### src/rtl/rvfi_bus_ser_pkg.sv
// rtl/rvfi_bus_ser_pkg.sv - configuration, batch types and helpers for the RVFI bus event serializer
package rvfi_bus_ser_pkg;

  localparam int NBUS   = 2;
  localparam int XLEN   = 32;
  localparam int BUSLEN = 32;
  localparam int MASKW  = BUSLEN / 8;
  localparam int DEPTH  = 4;
  localparam int CHW    = (NBUS > 1) ? $clog2(NBUS) : 1;
  localparam int LVW    = $clog2(DEPTH) + 1;

  typedef struct packed {
    logic              insn;
    logic              data;
    logic              fault;
    logic [XLEN-1:0]   addr;
    logic [MASKW-1:0]  rmask;
    logic [MASKW-1:0]  wmask;
    logic [BUSLEN-1:0] rdata;
    logic [BUSLEN-1:0] wdata;
  } bus_evt_t;

  typedef struct packed {
    logic [NBUS-1:0]           valid;
    bus_evt_t [NBUS-1:0]       evt;
  } batch_t;

  typedef enum logic {
    IDLE  = 1'b0,
    DRAIN = 1'b1
  } drain_state_t;

  // Lowest channel index with its bit set; 0 for an empty mask.
  function automatic logic [CHW-1:0] lowest_set(input logic [NBUS-1:0] m);
    lowest_set = '0;
    for (int i = NBUS - 1; i >= 0; i--) begin
      if (m[i]) lowest_set = CHW'(i);
    end
  endfunction

endpackage

### src/rtl/rvfi_bus_ser_fifo.sv
// rtl/rvfi_bus_ser_fifo.sv - batch FIFO with wrap-bit pointers, level and full/empty
module rvfi_bus_ser_fifo #(
  parameter int WIDTH = 8,
  parameter int DEPTH = 4
) (
  input  logic                   clock,
  input  logic                   resetn,
  input  logic                   push,
  input  logic                   pop,
  input  logic [WIDTH-1:0]       wdata,
  output logic [WIDTH-1:0]       rdata,
  output logic [$clog2(DEPTH):0] level,
  output logic                   full,
  output logic                   empty
);

  localparam int AW = $clog2(DEPTH);

  logic [WIDTH-1:0] mem [DEPTH];
  logic [AW:0]      wr_ptr;
  logic [AW:0]      rd_ptr;
  logic             do_push;
  logic             do_pop;

  assign empty   = (wr_ptr == rd_ptr);
  assign full    = (wr_ptr[AW] != rd_ptr[AW]) && (wr_ptr[AW-1:0] == rd_ptr[AW-1:0]);
  assign do_pop  = pop && !empty;
  // A full FIFO still takes a push when the head leaves in the same cycle.
  assign do_push = push && (!full || do_pop);
  assign level   = wr_ptr - rd_ptr;
  assign rdata   = mem[rd_ptr[AW-1:0]];

  always_ff @(posedge clock or negedge resetn) begin
    if (!resetn) begin
      wr_ptr <= '0;
      rd_ptr <= '0;
    end else begin
      if (do_push) wr_ptr <= wr_ptr + 1'b1;
      if (do_pop)  rd_ptr <= rd_ptr + 1'b1;
    end
  end

  always_ff @(posedge clock) begin
    if (do_push) mem[wr_ptr[AW-1:0]] <= wdata;
  end

endmodule

### src/rtl/rvfi_bus_event_serializer.sv
// rtl/rvfi_bus_event_serializer.sv - captures per-cycle RVFI bus event batches and replays them one per cycle
// Define RISCV_FORMAL_BUS_SER_DROPCNT_EN to add the saturating drop_cnt output.
module rvfi_bus_event_serializer
  import rvfi_bus_ser_pkg::*;
(
  input  logic                     clock,
  input  logic                     resetn,
  input  logic [NBUS-1:0]          rvfi_bus_valid,
  input  logic [NBUS-1:0]          rvfi_bus_insn,
  input  logic [NBUS-1:0]          rvfi_bus_data,
  input  logic [NBUS-1:0]          rvfi_bus_fault,
  input  logic [NBUS*XLEN-1:0]     rvfi_bus_addr,
  input  logic [NBUS*MASKW-1:0]    rvfi_bus_rmask,
  input  logic [NBUS*MASKW-1:0]    rvfi_bus_wmask,
  input  logic [NBUS*BUSLEN-1:0]   rvfi_bus_rdata,
  input  logic [NBUS*BUSLEN-1:0]   rvfi_bus_wdata,
  output logic                     out_valid,
  input  logic                     out_ready,
  output logic [CHW-1:0]           out_chan,
  output logic                     out_last,
  output logic                     out_insn,
  output logic                     out_data,
  output logic                     out_fault,
  output logic [XLEN-1:0]          out_addr,
  output logic [MASKW-1:0]         out_rmask,
  output logic [MASKW-1:0]         out_wmask,
  output logic [BUSLEN-1:0]        out_rdata,
  output logic [BUSLEN-1:0]        out_wdata,
  output logic [LVW-1:0]           level,
`ifdef RISCV_FORMAL_BUS_SER_DROPCNT_EN
  output logic [15:0]              drop_cnt,
`endif
  output logic                     overflow
);

  drain_state_t    state;
  drain_state_t    state_next;
  batch_t          in_batch;
  batch_t          head;
  bus_evt_t        sel;
  logic [NBUS-1:0] done_mask;
  logic [NBUS-1:0] pend;
  logic [CHW-1:0]  chan;
  logic            push;
  logic            pop;
  logic            fire;
  logic            last;
  logic            drop;
  logic            full;
  logic            empty;

  always_comb begin
    in_batch       = '0;
    in_batch.valid = rvfi_bus_valid;
    for (int c = 0; c < NBUS; c++) begin
      in_batch.evt[c].insn  = rvfi_bus_insn[c];
      in_batch.evt[c].data  = rvfi_bus_data[c];
      in_batch.evt[c].fault = rvfi_bus_fault[c];
      in_batch.evt[c].addr  = rvfi_bus_addr[c*XLEN +: XLEN];
      in_batch.evt[c].rmask = rvfi_bus_rmask[c*MASKW +: MASKW];
      in_batch.evt[c].wmask = rvfi_bus_wmask[c*MASKW +: MASKW];
      in_batch.evt[c].rdata = rvfi_bus_rdata[c*BUSLEN +: BUSLEN];
      in_batch.evt[c].wdata = rvfi_bus_wdata[c*BUSLEN +: BUSLEN];
    end
  end

  rvfi_bus_ser_fifo #(
    .WIDTH ($bits(batch_t)),
    .DEPTH (DEPTH)
  ) u_fifo (
    .clock  (clock),
    .resetn (resetn),
    .push   (push),
    .pop    (pop),
    .wdata  (in_batch),
    .rdata  (head),
    .level  (level),
    .full   (full),
    .empty  (empty)
  );

  // Pending events of the head are its valid bits not yet handed out; clearing
  // done_mask on the last event lets the next head start with its full mask.
  assign push = |rvfi_bus_valid;
  assign pend = head.valid & ~done_mask;
  assign chan = lowest_set(pend);
  assign last = (pend != '0) && ((pend & (pend - NBUS'(1))) == '0);
  assign sel  = head.evt[chan];
  assign fire = out_valid && out_ready;
  assign pop  = fire && last;
  assign drop = push && full && !pop;

  always_ff @(posedge clock or negedge resetn) begin
    if (!resetn) state <= IDLE;
    else         state <= state_next;
  end

  always_comb begin
    state_next = state;
    case (state)
      IDLE:    if (push) state_next = DRAIN;
      DRAIN:   if (pop && !push && level == LVW'(1)) state_next = IDLE;
      default: state_next = IDLE;
    endcase
  end

  always_comb begin
    out_valid = (state == DRAIN);
    out_chan  = '0;
    out_last  = 1'b0;
    out_insn  = 1'b0;
    out_data  = 1'b0;
    out_fault = 1'b0;
    out_addr  = '0;
    out_rmask = '0;
    out_wmask = '0;
    out_rdata = '0;
    out_wdata = '0;
    if (state == DRAIN) begin
      out_chan  = chan;
      out_last  = last;
      out_insn  = sel.insn;
      out_data  = sel.data;
      out_fault = sel.fault;
      out_addr  = sel.addr;
      out_rmask = sel.rmask;
      out_wmask = sel.wmask;
      out_rdata = sel.rdata;
      out_wdata = sel.wdata;
    end
  end

  always_ff @(posedge clock or negedge resetn) begin
    if (!resetn) begin
      done_mask <= '0;
      overflow  <= 1'b0;
    end else begin
      if (fire) done_mask <= last ? '0 : (done_mask | (NBUS'(1) << chan));
      if (drop) overflow <= 1'b1;
    end
  end

`ifdef RISCV_FORMAL_BUS_SER_DROPCNT_EN
  always_ff @(posedge clock or negedge resetn) begin
    if (!resetn)                          drop_cnt <= '0;
    else if (drop && drop_cnt != 16'hFFFF) drop_cnt <= drop_cnt + 16'd1;
  end
`endif

endmodule

### config.mk
export PLATFORM = sky130hd
export DESIGN_NAME = rvfi_bus_event_serializer
export DESIGN_NICKNAME = d
export VERILOG_FILES = /design/src/rtl/rvfi_bus_ser_pkg.sv /design/src/rtl/rvfi_bus_ser_fifo.sv /design/src/rtl/rvfi_bus_event_serializer.sv
export SDC_FILE = /design/constraint.sdc
export NUM_CORES = 1
export LEC_CHECK = 0
export BUFFER_PORTS_ARGS = -buffer_cell sky130_fd_sc_hd__buf_2
export CELL_PAD_IN_SITES_DETAIL_PLACEMENT = 0
export CELL_PAD_IN_SITES_GLOBAL_PLACEMENT = 1
export CORE_MARGIN = 2
export CORE_UTILIZATION = 51
export DETAILED_ROUTE_END_ITERATION = 12
export HOLD_SLACK_MARGIN = 0.03
export PLACE_DENSITY = 0.82
export SLEW_MARGIN = 20
export SYNTH_ARGS = -nofsm -noshare
export SYNTH_HDL_FRONTEND = slang
export SYNTH_SLANG_ARGS = --single-unit
### constraint.sdc
create_clock -name clock -period 19.4 [get_ports clock]
set_input_delay 3.88 -clock clock [delete_from_list [all_inputs] [get_ports clock]]
set_output_delay 3.88 -clock clock [all_outputs]
set_load 0.01 [all_outputs]
==> results.md, run 1 <==
Final layout:
- After filler insertion, the fill cell instance count of the layout stands at about 4.8k.
- Of the cells placed in the final design, the portion with a size suffix greater than 1 is 0.389.
- The area growth from synthesis to layout is 15.3%.
- The number of nets in the finished design is 2245.
- The final core utilization is 0.592.

Clock network:
- The post-cts gate resize count is 0.
- The number of buffers inserted for hold repair after clock tree synthesis is 0.
- CTS saw approximately 870 sinks.
- The H-tree was split into 3 levels.
- TritonCTS built the clock tree.
- The clock latency of the later-clocked register in the worst-skew pair is between 0.6 and 0.7 ns.
- The number of post-CTS setup repair buffers is 0.
- Clock tree synthesis selected as its root buffer the cell clkbuf_16.
- The clock passes through at most 3 buffers.
- After clock tree synthesis, the clock-pin slew on the worst setup and hold paths is 0.06 ns.
- The TritonCTS buffer count is between 80 and 90.

Worst setup path:
- STA puts the critical path data required time at between 15 and 20 ns.
- Data arrives at the worst endpoint at around 6.6 ns.
- The source of the worst register-to-register timing path is u_fifo.rd_ptr[0]$_DFFE_PN0P_.
- For flop-to-flop paths, the worst setup slack is 13.15 ns.
- The endpoint of the most critical setup path is out_addr[15].
- In this run the critical register-to-register path is captured at u_fifo.mem[0][196]$_DFFE_PP_.
- The start-to-end type of the worst setup path is reg -> out.
- The startpoint kind of the worst setup timing path is a flop.
- The critical path launch point is u_fifo.rd_ptr[0]$_DFFE_PN0P_.
- STA classifies the critical path endpoint as a primary output.
- The depth of the worst register-to-register path is 9.
- In this run the worst path has a maximum fanout of 75.

GRT:
- The global-route wire length before repair is 107000 um.
- The total grt overflow is 0.
- The number of antenna violations at the first check in global routing is 26.
- The largest net degree at the start of global routing is 76.
- For this run, the total global-route usage over all layers was measured as 0.209.
- The number of global-route vias before repair came to roughly 18k.

Routing:
- The pre-antenna-repair detailed-routing pass consisted of 7 iterations.
- The number of remaining DRC errors is 0.
- The number of nets still failing antenna checks after routing is 0.
- In this run, the number of DRC markers left after iteration 0 of detailed routing was 1298.
- After detailed routing, the average wire length per cell comes to 24.1 um.
- The total wirelength of the detailed-routed design is slightly above 70000 um.
- Dividing the detail-routed via count by the number of cells gives around 5.7.
- The via count of the routed design is between 15k and 20k.

Timing:
- Setup repair after global routing left no endpoint under its margin.
- At the pin with the least slew margin, the transition time is approximately 1.1 ns.
- For this run, the top clock speed supported by timing is 95.8 MHz.
- The final-report hold violation count is 0.
- The share of the clock period used by the worst path after layout is 0.538.
- The shortest clock period the worst path allows after layout is approximately 10 ns.
- The worst clock skew is 0.0289 ns.
- Setup violations remaining at the end of the flow were counted as 0.
- Headroom to the max-slew limit came out at 0.288.
- The count of final max-slew check failures is 0.
- Adding up every negative setup slack in the final design gives 0 ns.

Synth:
- In the synthesized netlist the async set-or-reset flop fraction comes to 0.0114.
- The synthesized design contains 874 register bits.
- Sorting the synthesized cells by how often they occur yields 864 x edfxtp_1, 216 x mux2_2, 111 x nor2_1, 109 x mux4_2, 109 x o21ai_0.
- The number of nets handed over by synthesis was ~1.9k.
- In the post-synthesis netlist, the cell with the most instances is edfxtp_1.
- The count of flip-flops with a built-in enable after synthesis is approximately 860.
- The area share of the largest cell type after synthesis is 0.771.
- Among all flip-flop cells after synthesis, the most frequent one is edfxtp_1.
- The share of the yosys chip area belonging to registers is 0.779.
- Averaged over all synthesized cells, the footprint is 20.2 um^2.
- The number of distinct library cells after synthesis is 32.
- The synthesized design spends more area on one cell type than any other, namely edfxtp_1.
- The mapped netlist covers approximately 34000 um^2.
- The total of warnings raised by yosys is 0.
- The synthesized instance count is 1669.
- Yosys attributes the largest share of cell area to edfxtp_1 77%, mux4_2 7.3%, mux2_2 7.2%.

Power and ir drop:
- Dividing total power by cell area gives a power density of between 150 and 200 nW/um^2.
- The worst vdd rail ir drop is between 100 and 150 uV.
- Of the total power, the share spent switching nets is 0.328.
- Of the total power, combinational logic draws 0.357.
- The internal power is roughly 4.7 mW.
- The share of total power dissipated in the clock network is 0.226.
- Of the total power, registers draw 0.417.
- For this design the static power due to leakage is ~13 nW.
- The net switching power figure is 2.31 mW.

Die:
- The initial utilization of the core area, before any placement, comes to 0.514.
- The die extent in x is about 260 um.
- After floorplanning, the core was sized to cover 65500 um^2.
- The die is 261 um tall.
- The die covers between 60000 and 70000 um^2.
- Row generation in the floorplan step produced 94 rows.
- The boundary pin count is between 300 and 400.

Placed design:
- The final HPWL from detailed placement is between 40000 and 50000 um.
- The count of buffers added on input and output ports is 332.
- At the end of routability-driven placement, the weighted congestion stood at between 0.7 and 0.8.

Worst hold path:
- The worst hold-check path type is reg -> reg.

Job:
- Across the run, the number of max-cap violations was 0.

Status:
- The flow ran to the end, and the final reports show no timing, DRC or antenna violations.
[worst max-delay path, cell delays in order, from the launching register on]
cell,delay [ns]
dfrtp_4,0.73
buf_4,0.80
mux4_2,0.60
nand2b_1,0.13
ha_4,0.82
buf_4,0.93
buf_4,0.84
mux4_2,0.36
o22ai_1,0.08
nor2_1,0.27
buf_2,0.19
[worst min path at each step]
stage	startpoint	endpoint	slack [ns]	depth (start not counted)
final	u_fifo.rd_ptr[2]$_DFFE_PN0P_	u_fifo.rd_ptr[2]$_DFFE_PN0P_	0.53	1
after global placement	u_fifo.rd_ptr[2]$_DFFE_PN0P_	u_fifo.rd_ptr[2]$_DFFE_PN0P_	0.50	1
after floorplan	done_mask[0]$_DFFE_PN0N_	done_mask[0]$_DFFE_PN0N_	0.45	2
after CTS	overflow$_DFFE_PN0P_	overflow$_DFFE_PN0P_	0.52	1
after detailed placement	overflow$_DFFE_PN0P_	overflow$_DFFE_PN0P_	0.51	1
after global routing	u_fifo.rd_ptr[2]$_DFFE_PN0P_	u_fifo.rd_ptr[2]$_DFFE_PN0P_	0.53	1
[metal layers]
metal / vias up / GRT usage / wire, um
met4: 28 / 0.0773 / 1770
met2: 492 / 0.356 / 36900
li1: 7514 / - / -
met3: 133 / 0.0519 / 4730
met1: 8752 / 0.261 / 28000
met5: - / 0 / 170
[power by group through the flow]
stage,Sequential (mW),Combinational (mW),Clock [mW]
final,2.93,2.51,1.59
after global routing,2.98,2.72,1.69
after CTS,2.94,2.56,1.62
after detailed placement,2.97,2.54,0
after global placement,2.93,2.51,0
after floorplan,3.08,1.77,0
[final cells by class]
| type | count | area, um^2 | share of cell area |
|---|---|---|---|
| flip-flops and latches | 874 | 26200 | 0.675 |
| repair buffers | 357 | 1850 | 0.0477 |
| clock buffers | 101 | 2250 | 0.0580 |
| inverters | 6 | 22.5 | 0.000580 |
| well taps | 864 | 1080 | 0.0279 |
| clock inverters | 60 | 455 | 0.0117 |
| diodes | 14 | 35.0 | 0.000903 |
| multi-input cells | 692 | 6900 | 0.178 |
[cell usage in the layout (no fill, tap or decap), types with 2 or more instances in the layout]
| master | n |
|---|---|
| edfxtp_1 | 864 |
| buf_2 | 332 |
| mux2_2 | 216 |
| nor2_1 | 111 |
| o21ai_0 | 109 |
| mux4_2 | 109 |
| o22ai_1 | 107 |
| clkbuf_16 | 88 |
| clkinv_1 | 27 |
| buf_4 | 25 |
| clkinv_2 | 17 |
| diode_2 | 14 |
| clkbuf_1 | 13 |
| ha_1 | 7 |
| dfrtp_1 | 7 |
| inv_1 | 6 |
| bufinv_16 | 6 |
| clkinvlp_4 | 5 |
| inv_6 | 4 |
| xnor2_1 | 3 |
| a31oi_1 | 3 |
| and2_4 | 3 |
| nand3_1 | 3 |
| dfrtp_4 | 3 |
| nor2b_1 | 2 |
| xor2_1 | 2 |
| and2_1 | 2 |
| nand2_1 | 2 |
[logic make-up (layout without fill, tap and decap cells)]
group	after synthesis	in the layout	share of synthesized area
other	0	14	0
AND/OR/NAND/NOR	129	129	0.0155
buffers and inverters	103	524	0.0179
XOR/XNOR	5	5	0.00130
flip-flops	874	874	0.779
multiplexers	325	325	0.145
AO/OA/AOI/OAI	224	224	0.0379
adder cells (fa/ha/maj)	9	9	0.00357
[registers in the layout, summed over array words and instances, names as in the netlist]
signal	count
done_mask	2
out_valid	1
overflow	1
u_fifo.mem	864
u_fifo.rd_ptr	3
u_fifo.wr_ptr	3
[per-stage QoR]
stage | total power, mW | setup WS, ns | area, um^2 | instances | hold WS [ns]
2_1_floorplan | 4.85 | 2.81 | 33600 | 1669 | 0.454
3_3_place_gp | 5.44 | 9.62 | 36100 | 2793 | 0.495
3_5_place_dp | 5.52 | 9.54 | 36100 | 2793 | 0.507
4_1_cts | 7.11 | 8.84 | 38800 | 2954 | 0.524
5_1_grt | 7.39 | 8.58 | 38800 | 2966 | 0.533
6_report | 7.03 | 8.96 | 38800 | 2968 | 0.526
No activity file was read; power rests on OpenSTA's default activity.
==> inputs of run 2 (changes only) <==
==> constraint.sdc (replaced) <==
create_clock -name clock -period 10.3 [get_ports clock]
set_input_delay 2.06 -clock clock [delete_from_list [all_inputs] [get_ports clock]]
set_output_delay 2.06 -clock clock [all_outputs]
set_load 0.01 [all_outputs]
==> run 2 against run 1 <==
- worst setup slack got worse by 5.1 ns
- sequential share of layout area about the same
- highest routed layer unchanged
- clock power is 89% higher
- first-iteration DRC count up 1.3%
- largest cell class unchanged
==> results.md, run 2 (synthesized netlist as in run 1, its figures left out) <==
Power and ir drop:
- The relative contribution of the clock network to total power is 0.227 (was 0.226).
- The worst vdd rail ir drop was 320 uV (was 117 uV).
- The proportion of total power due to net switching is 0.327 (was 0.328).
- The relative contribution of combinational cells to total power is 0.352 (was 0.357).
- The total power is 13.2 mW (was 7.03 mW).
- The net switching power figure is 4.34 mW (was 2.31 mW).
- The internal power came to 8.91 mW (was 4.72 mW).
- The part of the total power dissipated in sequential elements was 0.421 (was 0.417).
- The leakage power total is 13.0 nW (about the same).
- The power per unit of standard cell area came to 341 nW/um^2 (was 181 nW/um^2).

Clock network:
- The number of sinks driven by the clock tree came to 874 (unchanged).
- The CTS root buffer is clkbuf_16 (unchanged).
- The TritonCTS clock tree is yes (unchanged).
- The TritonCTS buffer count is 87 (was 86).
- The clock latency of the later-clocked register in the worst-skew pair was 0.63 ns (was 0.64 ns).
- The maximum number of buffers from clock root to sink is 3 (unchanged).
- The post-cts gate resize count came to 0 (unchanged).
- The number of buffers inserted for hold repair after clock tree synthesis is 0 (unchanged).
- The clock transition at the register clock pins on the worst setup and hold paths after CTS is 0.06 ns (about the same).
- The deepest level of the CTS H-tree is 3 (unchanged).
- The number of post-CTS setup repair buffers is 0 (unchanged).

Worst setup path:
- The required arrival time at the worst endpoint is 8.24 ns (was 15.52 ns).
- The start-to-end type of the worst setup path is reg -> out (unchanged).
- The cell type group with the largest total delay on the critical path was flip-flops (was buffers and inverters).
- The critical path arrival was 4.42 ns (was 6.56 ns).
- The peak per-stage delay on the critical path is 1.10 ns (was 0.93 ns).
- The combined buffer and inverter count along the critical path came to 2 (was 4).
- Sequence of cells on the critical path: mux4_2, nand2b_1, ha_4, buf_12, mux2_2, o21ai_0, nor2_1, buf_2 (was buf_4, mux4_2, nand2b_1, ha_4, buf_4, buf_4, mux4_2, o22ai_1, nor2_1, buf_2).
- The kind of end point of the critical path is a primary output (unchanged).
- The startpoint kind of the worst setup timing path was a flop (unchanged).
- The slowest cell on the critical path is dfrtp_4 (was buf_4).
- The largest fanout of any net on the critical path is 162 (was 75).

Job:
- The max-cap violation count came to 0 (unchanged).

Timing:
- The count of final max-slew check failures came to 0 (unchanged).
- The final-report hold violation count is 0 (unchanged).
- The clock period could shrink to approximately 6.5 ns.
- Static timing analysis puts the maximum clock frequency at between 150 and 200 MHz.
- The total of endpoints with negative setup slack in the final report was 0 (unchanged).
- Setup repair after global routing missed its margin: no (unchanged).
- Dividing the final minimum period by the clock period gives 0.629.
- The worst clock skew is 0.0180 ns (was 0.0289 ns).
- The tightest hold margin is 0.510 ns (was 0.526 ns).
- The actual transition at the worst max-transition pin is 1.18 ns (was 1.07 ns).
- The aggregate negative setup slack came to 0 ns (unchanged).
- The tightest slew margin relative to the limit is 0.213 (was 0.288).

Die:
- The boundary pin count came to 333 (unchanged).
- The initial core utilization was 0.514 (unchanged).
- The die extent in x is 261 um (unchanged).
- The area enclosed by the die boundary was 68000 um^2 (unchanged).
- The die outline height is 261 um (unchanged).
- The number of core rows is 94 (unchanged).
- The standard cell core area came to 65500 um^2 (unchanged).

Final layout:
- Top library cells by usage in the layout, fill and taps aside: 864 x edfxtp_1, 332 x buf_2, 216 x mux2_2 (unchanged).
- The flip-flop count of the largest register, all copies and words added is 864 (unchanged).
- The share of layout cells above drive strength 1 is 0.385 (was 0.389).
- The area growth from synthesis to layout was 15.3% (about the same).
- The most common cell after layout, fill and taps aside is edfxtp_1 (unchanged).
- The number of nets in the finished design is 2239 (was 2245).
- The final core utilization is 0.592 (about the same).

GRT:
- The number of antenna violations at the first check in global routing is 28 (was 26).
- The number of global-route vias before repair is 18.0k (was 17.9k).
- The largest net degree at the start of global routing is 163 (was 76).
- The global-route wire length before repair is 106000 um (was 107000 um).
- The total grt overflow is 0 (unchanged).
- The global-route usage over all layers is 0.207 (was 0.209).

Routing:
- The average detailed-routed wire length per instance is 23.9 um (was 24.1 um).
- The total wirelength of the detailed-routed design was 70500 um (was 71600 um).
- The initial detailed-routing violation count is 1315 (was 1298).
- The mean number of vias per cell came to 5.76 (was 5.70).
- The first-pass iteration count of the detailed router is 5 (was 7).
- The number of nets still failing antenna checks after routing was 0 (unchanged).
- The number of remaining DRC errors was 0 (unchanged).
- The via count of the routed design is 17.0k (was 16.9k).

Worst hold path:
- The worst hold-check path type is reg -> reg (unchanged).

Status:
- Status: finished, final reports clean (unchanged).

Placed design:
- The number of buffers inserted by port buffering is 332 (unchanged).
- The last weighted congestion value of the routability-driven placer is 0.749 (was 0.761).
- The final HPWL from detailed placement is 39000 um (was 40800 um).
run 2: cell types whose count changed in the layout (fill, tap and decap cells not counted):
cell / previous run / this run
inv_16: 0 / 4
inv_6: 4 / 1
clkbuf_16: 88 / 89
buf_4: 25 / 13
diode_2: 14 / 11
buf_12: 0 / 5
clkinv_8: 1 / 0
clkinv_4: 0 / 2
clkinv_1: 27 / 14
clkbuf_8: 0 / 2
clkbuf_1: 13 / 26
clkinv_2: 17 / 9
bufinv_16: 6 / 4
run 2: through the flow:
step / instance area [um^2] / setup slack [ns] / std cells
2_1_floorplan: 33700 / 0.845 / 1669
3_5_place_dp: 36100 / 4.55 / 2786
4_1_cts: 38800 / 3.79 / 2942
5_1_grt: 38800 / 3.67 / 2953
6_report: 38800 / 3.82 / 2953
3_3_place_gp: 36100 / 4.54 / 2786
run 2: worst reg2reg max path, cell delays in order, from the launching register on:
cell and delay (ns):
dfrtp_4 1.10, buf_4 0.88, ha_1 0.42, and2_1 0.21, a31oi_1 0.45, and2_4 0.79
buf_4 0.85
run 2: final timing paths:
| kind | from | to | slack (ns) | cells after the start |
|---|---|---|---|---|
| min | done_mask[0]$_DFFE_PN0N_ | done_mask[0]$_DFFE_PN0N_ | 0.51 | 2 |
| max reg2reg | u_fifo.rd_ptr[0]$_DFFE_PN0P_ | u_fifo.mem[1][188]$_DFFE_PP_ | 5.17 | 6 |
| min reg2reg | done_mask[0]$_DFFE_PN0N_ | done_mask[0]$_DFFE_PN0N_ | 0.51 | 2 |
| max | u_fifo.rd_ptr[0]$_DFFE_PN0P_ | out_addr[27] | 3.82 | 8 |
| min in group asynchronous | resetn | overflow$_DFFE_PN0P_ | 1.29 | 1 |
| max in group asynchronous | resetn | u_fifo.rd_ptr[0]$_DFFE_PN0P_ | 8.78 | 1 |
run 2: routing by layer:
| layer | share of wire | GRT usage | vias to the layer above |
|---|---|---|---|
| li1 | - | - | 7476 |
| met1 | 0.39 | 0.264 | 8827 |
| met2 | 0.51 | 0.347 | 516 |
| met3 | 0.072 | 0.0571 | 144 |
| met4 | 0.023 | 0.0610 | 32 |
| met5 | 0.0030 | 0 | - |
run 2: power groups by stage:
stage	registers, mW	clock network (mW)	logic [mW]
floorplan	5.73	0	3.34
global placement	5.57	0	4.65
detailed placement	5.65	0	4.72
CTS	5.59	3.07	4.75
global route	5.67	3.19	5.06
finish	5.58	3.00	4.67
run 2: cell type report:
| cell class | instances | area, um^2 |
|---|---|---|
| inverter | 6 | 22.5 |
| antenna | 11 | 27.5 |
| sequential | 874 | 26200 |
| timing repair buffer | 350 | 1860 |
| multi-input combinational | 692 | 6900 |
| fill | 4761 | 26700 |
| clock inverter | 39 | 362 |
| clock buffer | 117 | 2350 |
| tap | 864 | 1080 |
==> inputs of run 3 (changes only) <==
--- a/config.mk
+++ b/config.mk
@@ -9,10 +9,10 @@
 export CELL_PAD_IN_SITES_DETAIL_PLACEMENT = 0
 export CELL_PAD_IN_SITES_GLOBAL_PLACEMENT = 1
 export CORE_MARGIN = 2
-export CORE_UTILIZATION = 51
+export CORE_UTILIZATION = 46
 export DETAILED_ROUTE_END_ITERATION = 12
 export HOLD_SLACK_MARGIN = 0.03
-export PLACE_DENSITY = 0.82
+export PLACE_DENSITY = 0.78
 export SLEW_MARGIN = 20
 export SYNTH_ARGS = -nofsm -noshare
 export SYNTH_HDL_FRONTEND = slang
==> constraint.sdc (replaced) <==
create_clock -name clock -period 5.4 [get_ports clock]
set_input_delay 1.08 -clock clock [delete_from_list [all_inputs] [get_ports clock]]
set_output_delay 1.08 -clock clock [all_outputs]
set_load 0.01 [all_outputs]
==> run 3 against run 2 <==
- register-to-register slack worse by 3.7 ns
- global-route usage down 1.0 points
- die area up 11%
- worst setup slack worse by 3.3 ns
- core utilization down 5.3 points
- sequential power up 86%
- hold slack worse by 0.19 ns
- largest cell class unchanged
- largest power group unchanged
- highest routed layer unchanged
==> results.md, run 3 (synthesized netlist as in run 1, its figures left out) <==
Final layout:
- The flip-flop count of the largest register, all copies and words added is 864 (unchanged).
- The area used by multi-input combinational logic is 6900 um^2 (unchanged).
- The flip-flop and latch area was 26200 um^2 (unchanged).
- The number of nets in the finished design came to 2265 (was 2239).
- The area growth from synthesis to layout is 16.6% (was 15.3%).
- The filler-free cell count of the finished design was 3072 (was 2953).
- The share of layout cells above drive strength 1 is 0.392 (was 0.385).
- Top library cells by usage in the layout, fill and taps aside: 864 x edfxtp_1, 332 x buf_2, 216 x mux2_2 (unchanged).
- The filler cell count is 5666 (was 4761).
- The most common cell after layout, fill and taps aside is edfxtp_1 (unchanged).

Placed design:
- The final HPWL from detailed placement came to 42400 um (was 39000 um).
- The last weighted congestion value of the routability-driven placer is 0.746 (was 0.749).
- The post-placement cell count is 2906 (was 2786).
- The number of buffers inserted by port buffering was 332 (unchanged).
- The placement-stage worst setup slack is 1.08 ns (was 4.55 ns).

Timing:
- Of the available clock period, the critical path in the final layout requires 0.910.
- The total of endpoints with negative setup slack in the final report was 0 (unchanged).
- The worst clock skew is 0.0235 ns (was 0.0180 ns).
- The tightest slew margin relative to the limit is 0.266 (was 0.213).
- The worst setup margin came to 0.486 ns (was 3.82 ns).
- The shortest clock period the worst path allows after layout is 4.91 ns.
- Setup repair after global routing missed its margin: no (unchanged).
- The count of final max-slew check failures is 0 (unchanged).
- The final-report hold violation count is 0 (unchanged).
- The fmax is about 200 MHz.
- The actual transition at the worst max-transition pin came to 1.10 ns (was 1.18 ns).

Clock network:
- The deepest level of the CTS H-tree is 3 (unchanged).
- The number of post-CTS setup repair buffers is 0 (unchanged).
- The number of buffers inserted for hold repair after clock tree synthesis is 0 (unchanged).
- The TritonCTS buffer count is 88 (was 87).
- The clock latency of the later-clocked register in the worst-skew pair was 0.64 ns (was 0.63 ns).
- The CTS root buffer is clkbuf_16 (unchanged).
- The number of sinks driven by the clock tree is 874 (unchanged).
- The TritonCTS clock tree is yes (unchanged).
- The post-cts gate resize count is 0 (unchanged).
- The maximum number of buffers from clock root to sink came to 3 (unchanged).
- The clock transition at the register clock pins on the worst setup and hold paths after CTS is 0.06 ns (about the same).

Routing:
- The initial detailed-routing violation count is 1128 (was 1315).
- The total wirelength of the detailed-routed design is 73400 um (was 70500 um).
- The number of nets still failing antenna checks after routing is 0 (unchanged).
- The mean number of vias per cell is 5.53 (was 5.76).
- The first-pass iteration count of the detailed router is 5 (unchanged).
- The number of remaining DRC errors is 0 (unchanged).
- The average detailed-routed wire length per instance came to 23.9 um (about the same).
- The via count of the routed design was 17.0k (about the same).

Power and ir drop:
- The power per unit of standard cell area is 651 nW/um^2 (was 341 nW/um^2).
- The leakage power total is 13.2 nW (was 13.0 nW).
- The worst vdd rail ir drop was 484 uV (was 320 uV).
- The total power is 25.6 mW (was 13.2 mW).

Worst setup path:
- The start-to-end type of the worst setup path is reg -> out (unchanged).
- The required arrival time at the worst endpoint was 4.32 ns (was 8.24 ns).
- The critical path arrival is 3.83 ns (was 4.42 ns).
- The startpoint kind of the worst setup timing path is a flop (unchanged).
- The largest fanout of any net on the critical path is 72 (was 162).
- The kind of end point of the critical path is a primary output (unchanged).

GRT:
- The total grt overflow is 0 (unchanged).
- The number of antenna violations at the first check in global routing was 24 (was 28).
- The global-route wire length before repair came to 110000 um (was 106000 um).
- The global-route usage over all layers is 0.196 (was 0.207).
- The number of global-route vias before repair is 18.2k (was 18.0k).
- The largest net degree at the start of global routing is 133 (was 163).

Status:
- Status: finished, final reports clean (unchanged).

Worst hold path:
- The worst hold-check path type is in -> async (was reg -> reg).

Die:
- The boundary pin count was 333 (unchanged).
- The initial core utilization came to 0.463 (was 0.514).
- The area enclosed by the die boundary was 75300 um^2 (was 68000 um^2).
- The die extent in x is 274 um (was 261 um).
- The number of core rows is 99 (was 94).
- The die outline height is 274 um (was 261 um).
- The standard cell core area came to 72700 um^2 (was 65500 um^2).

Job:
- The max-cap violation count is 0 (unchanged).
-- run 3: cell types whose count changed in the layout (fill, tap and decap cells not counted) --
cell       previous run  this run
clkinv_4              2         0
buf_12                5        17
clkinv_8              0         3
clkinv_1             14        23
inv_16                4         1
clkbuf_8              2         1
clkbuf_1             26        19
clkbuf_16            89        90
bufinv_16             4         3
diode_2              11         9
buf_4                13        26
clkinv_2              9        11
-- run 3: area by class of cell --
type / count / share of cell area
clock inverters: 47 / 0.00883
inverters: 6 / 0.000574
diodes: 9 / 0.000574
repair buffers: 375 / 0.0560
well taps: 959 / 0.0306
clock buffers: 110 / 0.0596
flip-flops and latches: 874 / 0.668
multi-input cells: 692 / 0.176
-- run 3: metrics by stage --
stage / TNS, ns / utilization / instance area (um^2) / hold slack, ns
after floorplan: -117.77 / - / 33700 / 0.454
after global placement: 0 / 0.502 / 36500 / 0.499
after detailed placement: 0 / 0.502 / 36500 / 0.479
after CTS: 0 / 0.539 / 39200 / 0.288
after global routing: 0 / 0.540 / 39200 / 0.309
final: 0 / 0.540 / 39200 / 0.317
-- run 3: power by group --
group	internal [mW]	leakage, nW	switching [mW]
clock	3.21	1.30	2.47
combinational	3.97	3.77	5.46
sequential	9.94	8.11	0.504
total	17.1	13.2	8.44
-- run 3: final timing paths --
path	slack, ns	to	start	cells past startpoint
worst max-delay path	0.49	out_addr[28]	u_fifo.rd_ptr[1]$_DFFE_PN0P_	8
worst min-delay path	0.32	out_valid$_DFF_PN0_	resetn	1
worst max register to register	1.43	u_fifo.mem[1][72]$_DFFE_PP_	u_fifo.rd_ptr[1]$_DFFE_PN0P_	7
worst min register to register	0.49	overflow$_DFFE_PN0P_	overflow$_DFFE_PN0P_	1
max in group asynchronous	4.84	u_fifo.rd_ptr[0]$_DFFE_PN0P_	resetn	1
min in group clock	0.49	overflow$_DFFE_PN0P_	overflow$_DFFE_PN0P_	1
-- run 3: worst max-delay path, stage by stage (launching register included) --
cell	delay [ns]
dfrtp_4	0.75
mux4_2	0.39
nand2b_1	0.14
ha_4	0.61
buf_12	0.43
mux4_2	0.37
o22ai_1	0.21
nor2_1	0.09
buf_2	0.15
-- run 3: per-layer routing --
layer  GRT usage  up-vias  routed length, um
li1            -     7531                  -
met1       0.255     8819              30200
met2       0.329      478              36900
met3      0.0454      118               4350
met4      0.0629       28               1710
met5           0        -                178
